File: config.mk
export PLATFORM = sky130hd
export DESIGN_NAME = tile_reader_2d_flat
export DESIGN_NICKNAME = d
export VERILOG_FILES = /design/src/rtl/tile_reader_2d_if.sv /design/src/rtl/tile_reader_2d.sv /design/src/flat_wrapper.sv
export SDC_FILE = /design/constraint.sdc
export NUM_CORES = 1
export LEC_CHECK = 0
export ABC_CLOCK_PERIOD_IN_PS = 6800
export BUFFER_PORTS_ARGS = -buffer_cell sky130_fd_sc_hd__buf_2
export CORE_MARGIN = 2
export CORE_UTILIZATION = 35
export DETAILED_ROUTE_END_ITERATION = 8
export GPL_ROUTABILITY_DRIVEN = 0
export PLACE_DENSITY = 0.6
export RECOVER_POWER = 50
export SYNTH_ARGS = -nofsm -noshare
export SYNTH_HDL_FRONTEND = slang
export SYNTH_SLANG_ARGS = --single-unit
File: constraint.sdc
create_clock -name i_clk -period 6.8 [get_ports i_clk]
set_clock_uncertainty 0.1 [all_clocks]
set_input_delay 0.68 -clock i_clk [delete_from_list [all_inputs] [get_ports i_clk]]
set_output_delay 0.68 -clock i_clk [all_outputs]
set_load 0.02 [all_outputs]
File: src/rtl/tile_reader_2d_if.sv
// tile_reader_2d_if: control, buffer-read and output-stream signals of tile_reader_2d.
//   master : the tile reader (drives o_*, samples i_*)
//   slave  : the environment (config source, tile buffer and downstream consumer)
//   control : i_start, i_reg_clear, i_base_addr, i_num_rows, i_num_cols, i_row_stride
//   buffer  : o_buf_read_en, o_read_addr, i_buf_data (one-cycle read latency)
//   stream  : o_valid, i_ready, o_data, o_data_addr, o_last
//   status  : o_busy, o_done
interface tile_reader_2d_if #(
    parameter int unsigned DATA_WIDTH = 64,
    parameter int unsigned ADDR_WIDTH = 8,
    parameter int unsigned DIM_WIDTH  = 8
);
    logic                  i_start;
    logic                  i_reg_clear;
    logic [ADDR_WIDTH-1:0] i_base_addr;
    logic [DIM_WIDTH-1:0]  i_num_rows;
    logic [DIM_WIDTH-1:0]  i_num_cols;
    logic [ADDR_WIDTH-1:0] i_row_stride;
    logic                  o_buf_read_en;
    logic [ADDR_WIDTH-1:0] o_read_addr;
    logic [DATA_WIDTH-1:0] i_buf_data;
    logic                  o_valid;
    logic                  i_ready;
    logic [DATA_WIDTH-1:0] o_data;
    logic [ADDR_WIDTH-1:0] o_data_addr;
    logic                  o_last;
    logic                  o_busy;
    logic                  o_done;

    modport master (
        input  i_start, i_reg_clear, i_base_addr, i_num_rows, i_num_cols, i_row_stride,
        input  i_buf_data, i_ready,
        output o_buf_read_en, o_read_addr, o_valid, o_data, o_data_addr, o_last,
        output o_busy, o_done
    );

    modport slave (
        output i_start, i_reg_clear, i_base_addr, i_num_rows, i_num_cols, i_row_stride,
        output i_buf_data, i_ready,
        input  o_buf_read_en, o_read_addr, o_valid, o_data, o_data_addr, o_last,
        input  o_busy, o_done
    );
endinterface

File: src/rtl/tile_reader_2d.sv
// tile_reader_2d: walks a rows x cols tile at base + r*stride + c (mod 2^ADDR_WIDTH), issues
// one-cycle-latency buffer reads and streams {data, addr, last} out through a small skid FIFO
// with valid/ready backpressure.
//   i_clk  : clock
//   i_nrst : asynchronous active-low reset
//   bus    : tile_reader_2d_if.master (config/start/clear, buffer read port, output stream,
//            busy/done status)
module tile_reader_2d #(
    parameter int unsigned DATA_WIDTH = 64,
    parameter int unsigned ADDR_WIDTH = 8,
    parameter int unsigned DIM_WIDTH  = 8,
    parameter int unsigned FIFO_DEPTH = 2
) (
    input logic              i_clk,
    input logic              i_nrst,
    tile_reader_2d_if.master bus
);
    localparam int unsigned PtrW = (FIFO_DEPTH > 1) ? $clog2(FIFO_DEPTH) : 1;
    localparam int unsigned CntW = $clog2(FIFO_DEPTH + 1);
    localparam int unsigned OccW = CntW + 1;

    localparam logic [1:0] StIdle  = 2'd0;
    localparam logic [1:0] StRead  = 2'd1;
    localparam logic [1:0] StDrain = 2'd2;
    localparam logic [1:0] StDone  = 2'd3;

    logic [1:0]            state_q, state_d;
    logic [DIM_WIDTH-1:0]  rows_q, rows_d;
    logic [DIM_WIDTH-1:0]  cols_q, cols_d;
    logic [ADDR_WIDTH-1:0] stride_q, stride_d;
    logic [DIM_WIDTH-1:0]  row_q, row_d;
    logic [DIM_WIDTH-1:0]  col_q, col_d;
    logic [ADDR_WIDTH-1:0] row_base_q, row_base_d;

    // Read issued last cycle; its data is on i_buf_data this cycle.
    logic                  inflight_q, inflight_d;
    logic [ADDR_WIDTH-1:0] inflight_addr_q, inflight_addr_d;
    logic                  inflight_last_q, inflight_last_d;

    logic [PtrW-1:0]       wr_ptr_q, wr_ptr_d;
    logic [PtrW-1:0]       rd_ptr_q, rd_ptr_d;
    logic [CntW-1:0]       count_q, count_d;

    logic [DATA_WIDTH-1:0] fifo_data_q [FIFO_DEPTH];
    logic [ADDR_WIDTH-1:0] fifo_addr_q [FIFO_DEPTH];
    logic                  fifo_last_q [FIFO_DEPTH];

    logic                  valid;
    logic                  pop;
    logic                  push;
    logic                  read_en;
    logic                  last_elem;
    logic [ADDR_WIDTH-1:0] cur_addr;
    logic [OccW-1:0]       committed;

    always_comb begin
        valid     = (count_q != '0);
        pop       = valid & bus.i_ready;
        push      = inflight_q & ~bus.i_reg_clear;
        cur_addr  = row_base_q + ADDR_WIDTH'(col_q);
        last_elem = (row_q == rows_q - DIM_WIDTH'(1)) && (col_q == cols_q - DIM_WIDTH'(1));
        // Entries held plus the read already in flight, less the one leaving this cycle:
        // a new read is only issued if its data is guaranteed a FIFO slot.
        committed = OccW'(count_q) + OccW'(inflight_q) - OccW'(pop);
        read_en   = (state_q == StRead) && (committed < OccW'(FIFO_DEPTH));
    end

    always_comb begin
        state_d         = state_q;
        rows_d          = rows_q;
        cols_d          = cols_q;
        stride_d        = stride_q;
        row_d           = row_q;
        col_d           = col_q;
        row_base_d      = row_base_q;
        inflight_d      = read_en;
        inflight_addr_d = cur_addr;
        inflight_last_d = last_elem;

        case (state_q)
            StIdle: begin
                if (bus.i_start) begin
                    rows_d     = bus.i_num_rows;
                    cols_d     = bus.i_num_cols;
                    stride_d   = bus.i_row_stride;
                    row_base_d = bus.i_base_addr;
                    row_d      = '0;
                    col_d      = '0;
                    if (bus.i_num_rows == '0 || bus.i_num_cols == '0) begin
                        state_d = StDone;
                    end else begin
                        state_d = StRead;
                    end
                end
            end
            StRead: begin
                if (read_en) begin
                    if (col_q == cols_q - DIM_WIDTH'(1)) begin
                        col_d      = '0;
                        row_d      = row_q + DIM_WIDTH'(1);
                        row_base_d = row_base_q + stride_q;
                        if (row_q == rows_q - DIM_WIDTH'(1)) begin
                            state_d = StDrain;
                        end
                    end else begin
                        col_d = col_q + DIM_WIDTH'(1);
                    end
                end
            end
            StDrain: begin
                if (pop && fifo_last_q[rd_ptr_q]) begin
                    state_d = StDone;
                end
            end
            default: begin
                state_d = StIdle;
            end
        endcase

        if (bus.i_reg_clear) begin
            state_d    = StIdle;
            inflight_d = 1'b0;
        end
    end

    always_comb begin
        wr_ptr_d = wr_ptr_q;
        rd_ptr_d = rd_ptr_q;
        count_d  = count_q + CntW'(push) - CntW'(pop);
        if (push) begin
            wr_ptr_d = (wr_ptr_q == PtrW'(FIFO_DEPTH - 1)) ? '0 : wr_ptr_q + PtrW'(1);
        end
        if (pop) begin
            rd_ptr_d = (rd_ptr_q == PtrW'(FIFO_DEPTH - 1)) ? '0 : rd_ptr_q + PtrW'(1);
        end
        if (bus.i_reg_clear) begin
            wr_ptr_d = '0;
            rd_ptr_d = '0;
            count_d  = '0;
        end
    end

    always_ff @(posedge i_clk or negedge i_nrst) begin
        if (!i_nrst) begin
            state_q         <= StIdle;
            rows_q          <= '0;
            cols_q          <= '0;
            stride_q        <= '0;
            row_q           <= '0;
            col_q           <= '0;
            row_base_q      <= '0;
            inflight_q      <= 1'b0;
            inflight_addr_q <= '0;
            inflight_last_q <= 1'b0;
            wr_ptr_q        <= '0;
            rd_ptr_q        <= '0;
            count_q         <= '0;
        end else begin
            state_q         <= state_d;
            rows_q          <= rows_d;
            cols_q          <= cols_d;
            stride_q        <= stride_d;
            row_q           <= row_d;
            col_q           <= col_d;
            row_base_q      <= row_base_d;
            inflight_q      <= inflight_d;
            inflight_addr_q <= inflight_addr_d;
            inflight_last_q <= inflight_last_d;
            wr_ptr_q        <= wr_ptr_d;
            rd_ptr_q        <= rd_ptr_d;
            count_q         <= count_d;
        end
    end

    // FIFO storage is never observed while empty (outputs are gated by valid), so no reset.
    always_ff @(posedge i_clk) begin
        if (push) begin
            fifo_data_q[wr_ptr_q] <= bus.i_buf_data;
            fifo_addr_q[wr_ptr_q] <= inflight_addr_q;
            fifo_last_q[wr_ptr_q] <= inflight_last_q;
        end
    end

    always_comb begin
        bus.o_buf_read_en = read_en;
        bus.o_read_addr   = read_en ? cur_addr : '0;
        bus.o_valid       = valid;
        bus.o_data        = valid ? fifo_data_q[rd_ptr_q] : '0;
        bus.o_data_addr   = valid ? fifo_addr_q[rd_ptr_q] : '0;
        bus.o_last        = valid ? fifo_last_q[rd_ptr_q] : 1'b0;
        bus.o_busy        = (state_q != StIdle);
        bus.o_done        = (state_q == StDone);
    end
endmodule
File: src/flat_wrapper.sv
// flat-port wrapper written by rule: the top's interface ports become plain ports
module tile_reader_2d_flat 
#(
    parameter int unsigned DATA_WIDTH = 64,
    parameter int unsigned ADDR_WIDTH = 8,
    parameter int unsigned DIM_WIDTH  = 8,
    parameter int unsigned FIFO_DEPTH = 2
)
  (i_clk, i_nrst, bus_i_start, bus_i_reg_clear, bus_i_base_addr, bus_i_num_rows, bus_i_num_cols, bus_i_row_stride, bus_i_buf_data, bus_i_ready, bus_o_buf_read_en, bus_o_read_addr, bus_o_valid, bus_o_data, bus_o_data_addr, bus_o_last, bus_o_busy, bus_o_done);
  tile_reader_2d_if #(.DATA_WIDTH(DATA_WIDTH), .ADDR_WIDTH(ADDR_WIDTH), .DIM_WIDTH(DIM_WIDTH)) bus_i ();
  input logic i_clk;
  input logic i_nrst;
  input wire logic [$bits(bus_i.i_start)-1:0] bus_i_start;
  input wire logic [$bits(bus_i.i_reg_clear)-1:0] bus_i_reg_clear;
  input wire logic [$bits(bus_i.i_base_addr)-1:0] bus_i_base_addr;
  input wire logic [$bits(bus_i.i_num_rows)-1:0] bus_i_num_rows;
  input wire logic [$bits(bus_i.i_num_cols)-1:0] bus_i_num_cols;
  input wire logic [$bits(bus_i.i_row_stride)-1:0] bus_i_row_stride;
  input wire logic [$bits(bus_i.i_buf_data)-1:0] bus_i_buf_data;
  input wire logic [$bits(bus_i.i_ready)-1:0] bus_i_ready;
  output wire logic [$bits(bus_i.o_buf_read_en)-1:0] bus_o_buf_read_en;
  output wire logic [$bits(bus_i.o_read_addr)-1:0] bus_o_read_addr;
  output wire logic [$bits(bus_i.o_valid)-1:0] bus_o_valid;
  output wire logic [$bits(bus_i.o_data)-1:0] bus_o_data;
  output wire logic [$bits(bus_i.o_data_addr)-1:0] bus_o_data_addr;
  output wire logic [$bits(bus_i.o_last)-1:0] bus_o_last;
  output wire logic [$bits(bus_i.o_busy)-1:0] bus_o_busy;
  output wire logic [$bits(bus_i.o_done)-1:0] bus_o_done;
  assign bus_i.i_start = bus_i_start;
  assign bus_i.i_reg_clear = bus_i_reg_clear;
  assign bus_i.i_base_addr = bus_i_base_addr;
  assign bus_i.i_num_rows = bus_i_num_rows;
  assign bus_i.i_num_cols = bus_i_num_cols;
  assign bus_i.i_row_stride = bus_i_row_stride;
  assign bus_i.i_buf_data = bus_i_buf_data;
  assign bus_i.i_ready = bus_i_ready;
  assign bus_o_buf_read_en = bus_i.o_buf_read_en;
  assign bus_o_read_addr = bus_i.o_read_addr;
  assign bus_o_valid = bus_i.o_valid;
  assign bus_o_data = bus_i.o_data;
  assign bus_o_data_addr = bus_i.o_data_addr;
  assign bus_o_last = bus_i.o_last;
  assign bus_o_busy = bus_i.o_busy;
  assign bus_o_done = bus_i.o_done;
  tile_reader_2d #(.DATA_WIDTH(DATA_WIDTH), .ADDR_WIDTH(ADDR_WIDTH), .DIM_WIDTH(DIM_WIDTH), .FIFO_DEPTH(FIFO_DEPTH)) u_core (.i_clk(i_clk), .i_nrst(i_nrst), .bus(bus_i));
endmodule
==> run metrics, run 1 <==
Worst IR Drop VDD=217 uV; clock tree root buffer cell=sky130_fd_sc_hd__clkbuf_16; DP HPWL=13,700 um; Starting Density=0.357; Cell Rows=59; overall power of the completed layout=4.93 mW; final total negative setup slack=0 ns; number of warnings issued by yosys=0; share of synthesized registers carrying an async set or reset=0.305; die footprint=0.0279 mm^2; portion of the post-synthesis area used by sequential elements=0.644; worst hold path class=primary input to flop; first drt pass iteration count=4; crit start category=flop; Power Dens Cells=433 mW/mm^2; worst flop-to-flop path startpoint=u_core.count_q[1]; Placed Area=0.0106 mm^2; critical setup path kind=flop to output pin; number of gates given a new drive strength after cts=0; Clock Power Share=0.262; net count after synthesis=820; highest routing layer actually used=met4; # setup viols final=0; CTS Hold Buffers Added=0; CTS tree=done; M1 wire length=8880 um; later-pin clock latency in the skew report=0.52 ns; overflow left after global routing=0; largest net degree at the start of global routing=75; maximum fanout along the worst path=74; detailed-route DRC error count=0; number of synthesized flops with an enable pin=146; number of standard cells after synthesis=691; final critical-path share of the clock period=0.684; origin of the worst min-delay path=bus_i_buf_data[19]; WHS Path Cells=1; wire length of the first global-routing pass=31,600 um; Horiz. Die Dim=167 um; max_slew headroom=-1.38; Bufs on Longest Clock Path=3; FMAX=215 MHz; violations in the final reports=max-capacitance violations, max-slew violations; internal power=3.12 mW; worst slew pin tran=3.57 ns; number of max-cap violations=2; number of nets with antenna violations after routing=0; Clock Pin Slew Worst Setup and Hold Paths=0.06 ns; Die H=about 170 um; share of total power in sequential cells=0.365; switching portion of total power=0.367; number of violations reported at the end of detailed-routing iteration 0=317; total net switching power=1.81 mW; Met2 Wirelength=around 9400 um; r2r endpoint=u_core.row_q[7]; Slowest-stage cell, CP=sky130_fd_sc_hd__buf_4; n_diodes=0; final hold violations=0; CP endpoint kind=output pin; average routed wire per standard cell=16.3 um; Final Util=0.437; top-count cell post-synth=sky130_fd_sc_hd__edfxtp_1; list of most frequent post-synthesis cells=sky130_fd_sc_hd__edfxtp_1 (146), sky130_fd_sc_hd__nor2_1 (108), sky130_fd_sc_hd__mux2i_1 (77); combinational share of power=0.373; vias in the first global route=5,981; number of synthesized register bits=210; result of the run=complete, but fails checks; Post-synth top flop=sky130_fd_sc_hd__edfxtp_1; LEAKAGE=4.54 nW; arrival time of the worst setup path=~3.9 ns; R2R Setup Slk=2.48 ns; synth top area cells=sky130_fd_sc_hd__edfxtp_1 (47%), sky130_fd_sc_hd__dfrtp_1 (17%), sky130_fd_sc_hd__mux2i_1 (8.3%); crit-path cells=nor2_4 > buf_4 > inv_1 > nand2_1 > inv_1 > ha_1 > nand2b_1 > fa_1 > xnor2_1 > and2_1 > nand2_1 > inv_2 > and2_1 > buf_2; Synth cell types=52; antenna violations before repair=0; CTS Sinks=210; IO Pins=186; number of vias in the routed layout=5,938; met3 routed WL=1590 um; worst-case hold path end point=u_core.fifo_data_q[1][19]; post-synthesis cell type with the largest combined area=sky130_fd_sc_hd__edfxtp_1; layout overhead on the synthesized area=22.3%; ratio of routed vias to standard cells=roughly 4.8; filler cell count in the final layout=2,452; post-synthesis instance area=just over 0.009 mm^2; Worst Reg2Reg Path Length in Cells=17; global router's overall resource usage=0.141; fraction of layout instances using a drive strength above 1=0.253; fraction of synthesized cell area taken by the top area cell type=0.472; number of post-CTS setup repair buffers=0; wire length reported by the detailed router=20,200 um; depth of the CTS H-tree=1; final critical path time including I/O delays and setup=4.65 ns; average instance area after synthesis=13.5 um^2; max-slew violation count=124; number of CTS-inserted buffers=25; IO Port Bufs=185; design area=0.0114 mm^2; worst stage delay on the critical path=0.64 ns; Placeable Area=0.0261 mm^2; number of nets in the layout=roughly 1,000; RSZ-0062 raised after global routing=false; worst path required time=6.02 ns
-- cell type report --
type / count / area (um^2) / share of cell area
clock buffer: 35 / 693 / 0.0609
clock inverter: 11 / 114 / 0.0100
inverter: 24 / 90.1 / 0.00792
multi-input combinational: 434 / 3140 / 0.276
sequential: 210 / 5990 / 0.527
tap: 335 / 419 / 0.0368
timing repair buffer: 192 / 926 / 0.0814
-- critical path, delay by kind of cell (launching register included) --
family / cells / cell delay [ns]
simple gates: 6 / 0.86
flops: 1 / 0.46
fa+ha+maj: 2 / 0.66
xor+xnor: 1 / 0.13
buf+inv: 5 / 1.23
-- registers in the layout (all words and copies together), names as in the netlist --
signal                  cells
u_core.rd_ptr_q             1
u_core.count_q              2
u_core.wr_ptr_q             1
u_core.fifo_addr_q         16
u_core.row_q                8
u_core.stride_q             8
u_core.col_q                8
u_core.fifo_data_q        128
u_core.cols_q               8
u_core.row_base_q           8
u_core.state_q              2
u_core.inflight_last_q      1
u_core.inflight_q           1
u_core.inflight_addr_q      8
u_core.rows_q               8
u_core.fifo_last_q          2
-- stage by stage --
stage	setup WS (ns)	hold WS, ns	instances
2_1_floorplan	0.208	0.284	691
5_1_grt	1.81	0.212	1241
6_report	2.15	0.243	1241
3_3_place_gp	2.55	0.323	1195
4_1_cts	2.02	0.215	1241
3_5_place_dp	2.42	0.329	1195
-- cells by family after synthesis --
| logic type | share of synthesized area |
|---|---|
| adders and majority gates | 0.0401 |
| and+or+nand+nor | 0.101 |
| buffers and inverters | 0.0190 |
| xor gates and xnor gates | 0.0414 |
| muxes | 0.113 |
| AOI/OAI and AO/OA | 0.0417 |
| DFF | 0.644 |
-- worst max path at each step --
stage / startpoint / endpoint / slack, ns / depth (start not counted)
floorplan: bus_i_reg_clear / u_core.fifo_addr_q[0][0] / 0.21 / 2
CTS: u_core.count_q[1] / bus_o_read_addr[7] / 2.02 / 14
finish: u_core.count_q[1] / bus_o_read_addr[7] / 2.15 / 14
detailed placement: u_core.count_q[1] / u_core.row_q[7] / 2.42 / 17
global placement: u_core.count_q[1] / u_core.row_q[6] / 2.55 / 17
global route: u_core.count_q[1] / bus_o_read_addr[7] / 1.81 / 14
-- metal layers --
layer / vias up / GRT usage
met5: - / 0
li1: 2885 / -
met2: 173 / 0.233
met3: 22 / 0.0368
met4: 0 / 0.0360
met1: 2858 / 0.186
-- layout by cell type (no fill, tap or decap), types with 3 or more instances in the layout --
master and count:
sky130_fd_sc_hd__nand4_1 3, sky130_fd_sc_hd__clkinv_2 6, sky130_fd_sc_hd__nor2_1 107, sky130_fd_sc_hd__mux2i_1 77
sky130_fd_sc_hd__nor4_1 7, sky130_fd_sc_hd__and2_1 8, sky130_fd_sc_hd__edfxtp_1 146, sky130_fd_sc_hd__clkbuf_1 43
sky130_fd_sc_hd__nand2_1 25, sky130_fd_sc_hd__clkbuf_8 3, sky130_fd_sc_hd__a21oi_1 14, sky130_fd_sc_hd__and3_1 4
sky130_fd_sc_hd__or3_1 3, sky130_fd_sc_hd__a21o_1 4, sky130_fd_sc_hd__o21ai_0 7, sky130_fd_sc_hd__nor2b_1 7
sky130_fd_sc_hd__clkbuf_16 25, sky130_fd_sc_hd__mux2_2 25, sky130_fd_sc_hd__xor2_1 19, sky130_fd_sc_hd__ha_1 25
sky130_fd_sc_hd__xnor2_1 25, sky130_fd_sc_hd__buf_4 4, sky130_fd_sc_hd__nor3_1 9, sky130_fd_sc_hd__dfrtp_1 63
sky130_fd_sc_hd__fa_1 3, sky130_fd_sc_hd__nand3_1 13, sky130_fd_sc_hd__inv_1 23, sky130_fd_sc_hd__o21ai_1 15
sky130_fd_sc_hd__buf_2 152, sky130_fd_sc_hd__nand2b_1 3
-- power by group through the flow --
stage / registers (mW) / logic, mW / clock network [mW]
3_5_place_dp: 1.82 / 1.87 / 0
5_1_grt: 1.83 / 2.05 / 1.38
4_1_cts: 1.80 / 1.88 / 1.33
3_3_place_gp: 1.82 / 1.85 / 0
6_report: 1.80 / 1.84 / 1.29
2_1_floorplan: 1.75 / 1.40 / 0
Note: power is estimated with default switching activity, not from simulation.
==> run 2: changes to the inputs <==
Settings changed: ABC_CLOCK_PERIOD_IN_PS 6800 to 3900, PLACE_DENSITY 0.6 to 0.62.
Clock period 6.8 ns to 3.9 ns, I/O delays scaled along.
==> run metrics, run 2 (synthesized netlist as in run 1, its figures left out) <==
result of the run=complete, but fails checks; violations in the final reports=max-capacitance violations, max-slew violations; most frequent cells in the layout=sky130_fd_sc_hd__edfxtp_1 (146), sky130_fd_sc_hd__buf_2 (137), sky130_fd_sc_hd__nor2_1 (107); IO Port Bufs=about 190; DP HPWL=14,100 um; detailed-route DRC error count=0; worst path required time=~3.4 ns; worst hold path class=primary input to flop; crit-path cells=nor2_4 > inv_1 > nand2_1 > inv_1 > ha_1 > nand2b_1 > fa_1 > xnor2_1 > and2_1 > nand2_1 > inv_2 > and2_1 > buf_2; number of CTS-inserted buffers=24; later-pin clock latency in the skew report=between 0.5 and 0.6 ns; total net switching power=~3.2 mW; number of buffer and inverter stages on the critical path=4; Horiz. Die Dim=167 um; registers with the most flip-flops=u_core.fifo_data_q (128), u_core.fifo_addr_q (16); maximum fanout along the worst path=10; number of post-CTS setup repair buffers=0; met2 demand-to-capacity share in global routing=0.250; FMAX=279 MHz; combinational share of power=0.377; worst slew pin tran=1.86 ns; LEAKAGE=4.81 nW; max-slew violation count=124; clock tree root buffer cell=sky130_fd_sc_hd__clkbuf_16; CP delay by family, top=simple AND/OR/NAND/NOR gates; Cell Count, Final, Fillers Out=between 1,000 and 1,500; layout overhead on the synthesized area=30.3%; first drt pass iteration count=4; Clock Power Share=0.263; filler cell count in the final layout=2,402; # setup viols final=0; CTS Sinks=210; number of nets with antenna violations after routing=0; final hold violations=0; CTS tree=done; wire length reported by the detailed router=20,800 um; final critical-path share of the clock period=0.921; final critical path time including I/O delays and setup=3.59 ns; internal power=5.57 mW; antenna violations before repair=2; met3 usage=0.0278; number of max-cap violations=3; global routing's busiest layer=met2; overall power of the completed layout=roughly 9 mW; Cell Rows=around 60; switching portion of total power=0.363; arrival time of the worst setup path=3.10 ns; max_slew headroom=-0.238; IO Pins=about 190; final total negative setup slack=0 ns; fraction of met1 tracks used by global routing=0.195; die footprint=0.0279 mm^2; global router's overall resource usage=0.147; Slowest-stage cell, CP=sky130_fd_sc_hd__dfrtp_1; average routed wire per standard cell=15.8 um; vias in the first global route=~6,400; ratio of routed vias to standard cells=approximately 4.8; Worst Hold Margin=around 0.028 ns; wire length of the first global-routing pass=about 33,000 um; overflow left after global routing=0; Clock Pin Slew Worst Setup and Hold Paths=0.06 ns; critical setup path kind=flop to output pin; CP endpoint kind=output pin; Bufs on Longest Clock Path=3; number of violations reported at the end of detailed-routing iteration 0=roughly 410; number of nets in the layout=1,088; Reg with most FFs=u_core.fifo_data_q; Placeable Area=0.0261 mm^2; RSZ-0062 raised after global routing=false; fraction of layout instances using a drive strength above 1=0.219; Power Dens Cells=722 mW/mm^2; number of flip-flops in the largest register=128; Final Util=0.465; depth of the CTS H-tree=1; Starting Density=0.357; worst stage delay on the critical path=0.46 ns; Worst IR Drop VDD=just over 400 uV; most frequent standard cell in the layout excluding fill and tap cells=sky130_fd_sc_hd__edfxtp_1; Die H=167 um; share of total power in sequential cells=0.360; crit start category=flop; post-placement cell count=~1,200; number of vias in the routed layout=roughly 6,200; largest net degree at the start of global routing=74
==> run 2: changes by cell type in the layout (fill, tap and decap cells not counted), sizes merged <==
cell	before	now
buf	156	142
bufinv	2	4
clkbuf	71	81
clkinv	6	7
clkinvlp	2	1
diode	0	1
dlygate4sd3	0	72
==> run 2: layout make-up <==
cell class / count / area [um^2] / share of cell area
diodes: 1 / 2.50 / 0.000207
clock buffers: 30 / 644 / 0.0532
clock inverters: 13 / 170 / 0.0140
inverters: 24 / 90.1 / 0.00744
multi-input cells: 434 / 3150 / 0.260
flip-flops and latches: 210 / 5990 / 0.494
well taps: 335 / 419 / 0.0346
repair buffers: 265 / 1650 / 0.136
==> run 2: per-layer routing <==
layer | vias up | wire length, um | part of all wire
met3 | 37 | 1280 | 0.062
met2 | 187 | 10000 | 0.48
met4 | 2 | 371 | 0.018
li1 | 3031 | - | -
met5 | - | 11 | 0.00053
met1 | 2980 | 9110 | 0.44
==> run 2: worst paths after layout <==
kind / from / endpoint / slack (ns) / depth (start not counted)
max: u_core.count_q[1] / bus_o_read_addr[6] / 0.31 / 13
min: bus_i_row_stride[1] / u_core.stride_q[1] / 0.03 / 2
max reg2reg: u_core.count_q[1] / u_core.row_q[5] / 0.37 / 15
min reg2reg: u_core.inflight_addr_q[7] / u_core.fifo_addr_q[1][7] / 0.34 / 0
max in group asynchronous: i_nrst / u_core.inflight_addr_q[3] / 1.28 / 3
min in group asynchronous: i_nrst / u_core.stride_q[6] / 0.82 / 2
==> run 2: repair_timing <==
item,4_1_cts,5_1_grt
resized for setup,0,1
setup endpoints to repair,0,4
hold buffers,72,0
hold endpoints to repair,168,0
==> run 2: power by group through the flow <==
stage | sequential [mW] | combinational, mW | clock (mW)
final | 3.15 | 3.30 | 2.30
after global routing | 3.20 | 3.66 | 2.46
after CTS | 3.16 | 3.35 | 2.37
after detailed placement | 3.20 | 3.28 | 0
after global placement | 3.18 | 3.24 | 0
after floorplan | 3.04 | 2.44 | 0
==> run 2: stage by stage <==
step / cell area, um^2 / setup slack [ns]
4_1_cts: 12200 / 0.254
3_5_place_dp: 10700 / 0.272
6_report: 12100 / 0.310
2_1_floorplan: 9310 / 0.592
3_3_place_gp: 10700 / 0.375
5_1_grt: 12100 / 0.0348
==> run 3: changes to the inputs <==
Settings changed: ABC_AREA set to 1, CAP_MARGIN set to 20, TNS_END_PERCENT set to 10.
==> run metrics, run 3 <==
final total negative setup slack=0 ns; number of standard cells after synthesis=918; overflow left after global routing=0; Cell Rows=60; wire length reported by the detailed router=22,500 um; internal power=5.18 mW; total net switching power=3.38 mW; result of the run=complete, but fails checks; Placed Area=around 0.011 mm^2; Worst IR Drop VDD=roughly 430 uV; die footprint=0.0285 mm^2; CTS tree=done; Worst Setup Slack, final=0.203 ns; Final Util=0.454; number of flip-flops in the largest register=128; CP delay by family, top=simple AND/OR/NAND/NOR gates; CP endpoint kind=output pin; most frequent standard cell in the layout excluding fill and tap cells=sky130_fd_sc_hd__nand2_1; wire length of the first global-routing pass=about 35,000 um; Starting Density=0.355; number of max-cap violations=2; number of buffer and inverter stages on the critical path=4; n_diodes=0; fraction of synthesized cell area taken by the top area cell type=0.461; combinational share of power=0.403; worst-case setup slack after placement=~0.46 ns; Reg with most FFs=u_core.fifo_data_q; maximum fanout along the worst path=9; average routed wire per standard cell=14.7 um; ratio of routed vias to standard cells=around 4.7; average instance area after synthesis=10.4 um^2; final hold violations=0; antenna violations before repair=0; number of synthesized register bits=210; crit start category=flop; Clock Pin Slew Worst Setup and Hold Paths=approximately 0.060 ns; number of CTS-inserted buffers=23; switching portion of total power=0.395; net count after synthesis=1,047; crit-path cells=nor2_4 > inv_1 > nand2_1 > inv_1 > ha_1 > or2_2 > fa_1 > nand3_1 > nor2_1 > bufinv_8 > a21oi_1 > buf_2; synth top area cells=sky130_fd_sc_hd__edfxtp_1 (46%), sky130_fd_sc_hd__dfrtp_1 (17%), sky130_fd_sc_hd__nand2_1 (9.9%); filler cell count in the final layout=2,562; worst hold path class=primary input to flop; most frequent cells in the layout=sky130_fd_sc_hd__nand2_1 (251), sky130_fd_sc_hd__buf_2 (146), sky130_fd_sc_hd__edfxtp_1 (146); post-synthesis instance area=0.00952 mm^2; Slowest-stage cell, CP=sky130_fd_sc_hd__fa_1; Horiz. Die Dim=169 um; # setup viols final=0; Die H=169 um; Post-synth top flop=sky130_fd_sc_hd__edfxtp_1; RSZ-0062 raised after global routing=false; overall power of the completed layout=8.56 mW; Bufs on Longest Clock Path=3; global router's overall resource usage=0.154; share of total power in sequential cells=0.354; Placeable Area=0.0268 mm^2; number of nets in the layout=around 1,300; number of violations reported at the end of detailed-routing iteration 0=421; number of nets with antenna violations after routing=0; portion of the post-synthesis area used by sequential elements=0.629; final critical-path share of the clock period=0.948; share of synthesized registers carrying an async set or reset=0.305; worst path required time=3.41 ns; Power Dens Cells=704 mW/mm^2; worst stage delay on the critical path=0.48 ns; detailed-route DRC error count=0; clock tree root buffer cell=sky130_fd_sc_hd__clkbuf_16; post-synthesis cell type with the largest combined area=sky130_fd_sc_hd__edfxtp_1; first drt pass iteration count=5; CTS Sinks=210; Synth cell types=38; R2R Setup Slk=0.47 ns; depth of the CTS H-tree=1; max-slew violation count=70; critical setup path kind=flop to output pin; top-count cell post-synth=sky130_fd_sc_hd__nand2_1; LEAKAGE=5.22 nW; max_slew headroom=-0.336; arrival time of the worst setup path=~3.2 ns; Clock Power Share=0.243; most used cell, CP=sky130_fd_sc_hd__inv_1; later-pin clock latency in the skew report=0.50 ns; IO Pins=186; violations in the final reports=max-capacitance violations, max-slew violations; list of most frequent post-synthesis cells=sky130_fd_sc_hd__nand2_1 (251), sky130_fd_sc_hd__edfxtp_1 (146), sky130_fd_sc_hd__a21oi_1 (91); number of warnings issued by yosys=0; design area=0.0122 mm^2; vias in the first global route=7,023; final critical path time including I/O delays and setup=3.70 ns; FMAX=271 MHz; registers with the most flip-flops=u_core.fifo_data_q (128), u_core.fifo_addr_q (16); layout overhead on the synthesized area=27.9%; largest net degree at the start of global routing=74; IO Port Bufs=about 190; number of vias in the routed layout=7,139; number of synthesized flops with an enable pin=approximately 150; worst slew pin tran=between 2 and 2.5 ns; DP HPWL=14,700 um; fraction of layout instances using a drive strength above 1=0.188
-- run 3: changes by cell type after synthesis, moves of 7 or more --
cell / change
sky130_fd_sc_hd__nand3_1: +18
sky130_fd_sc_hd__nand2_1: +226
sky130_fd_sc_hd__xnor2_1: -15
sky130_fd_sc_hd__mux2_2: -16
sky130_fd_sc_hd__and2_1: -8
sky130_fd_sc_hd__a21oi_1: +77
sky130_fd_sc_hd__inv_1: +59
sky130_fd_sc_hd__nor2b_1: -7
sky130_fd_sc_hd__nor2_1: -50
sky130_fd_sc_hd__nand4_1: +9
sky130_fd_sc_hd__mux2i_1: -76
sky130_fd_sc_hd__o21ai_0: +31
sky130_fd_sc_hd__or2_2: +7
-- run 3: per-layer routing --
layer  share of wire  GRT usage  routed length (um)
met4           0.017     0.0326                 383
met5               0          0                   0
met3           0.061     0.0311                1380
met1            0.44      0.197                9920
met2            0.48      0.272               10800
-- run 3: area by class of cell --
type | instances | area (um^2) | share of cell area
clock buffers | 28 | 594 | 0.0488
clock inverters | 13 | 120 | 0.00987
inverters | 87 | 340 | 0.0280
multi-input cells | 588 | 3070 | 0.252
flip-flops and latches | 210 | 5990 | 0.492
well taps | 341 | 427 | 0.0350
repair buffers | 263 | 1630 | 0.134
-- run 3: path summary, 6_finish.rpt --
kind | start | end | cells past startpoint
hold reg to reg | u_core.inflight_addr_q[6] | u_core.fifo_addr_q[0][6] | 0
setup reg to reg | u_core.count_q[1] | u_core.row_base_q[0] | 15
hold / removal | bus_i_row_stride[7] | u_core.stride_q[7] | 2
setup / recovery | u_core.count_q[1] | bus_o_read_addr[2] | 12
min in group asynchronous | i_nrst | u_core.rows_q[7] | 2
max in group asynchronous | i_nrst | u_core.inflight_addr_q[5] | 3
-- run 3: what timing repair did --
item,CTS,global route
hold endpoints to repair,153,2
pin swaps,0,0
endpoints found under the setup margin,3,8
hold buffers,66,1
buffers inserted,0,0
gates resized for setup,1,2
cloned,0,0
-- run 3: worst register-to-register path: cells and delay by family, from the launching register on --
kind,cells,cell delay [ns]
simple gates,7,1.37
compound gates,2,0.29
fa+ha+maj,2,0.75
flops,1,0.46
buf+inv,4,0.33
-- run 3: cell families (layout without fill, tap and decap cells) --
logic type / count (synthesis) / count (layout) / synth area share
simple gates: 374 / 374 / 0.164
xor+xnor: 26 / 26 / 0.0239
fa+ha+maj: 28 / 28 / 0.0392
compound gates: 150 / 150 / 0.0819
buf+inv: 120 / 391 / 0.0498
mux: 10 / 10 / 0.0117
flops: 210 / 210 / 0.629
-- run 3: power groups by stage --
stage / clock (mW) / sequential (mW) / combinational [mW]
final: 2.08 / 3.04 / 3.45
after global routing: 2.22 / 3.08 / 3.88
after CTS: 2.13 / 3.04 / 3.49
after detailed placement: 0 / 3.08 / 3.42
after global placement: 0 / 3.07 / 3.37
after floorplan: 0 / 3.01 / 2.51
-- run 3: metrics by stage --
stage / instances / hold WS [ns]
floorplan: 918 / -0.00559
global placement: 1422 / 0.324
detailed placement: 1422 / 0.329
CTS: 1529 / 0.00117
global route: 1530 / 0.0119
finish: 1530 / 0.0247
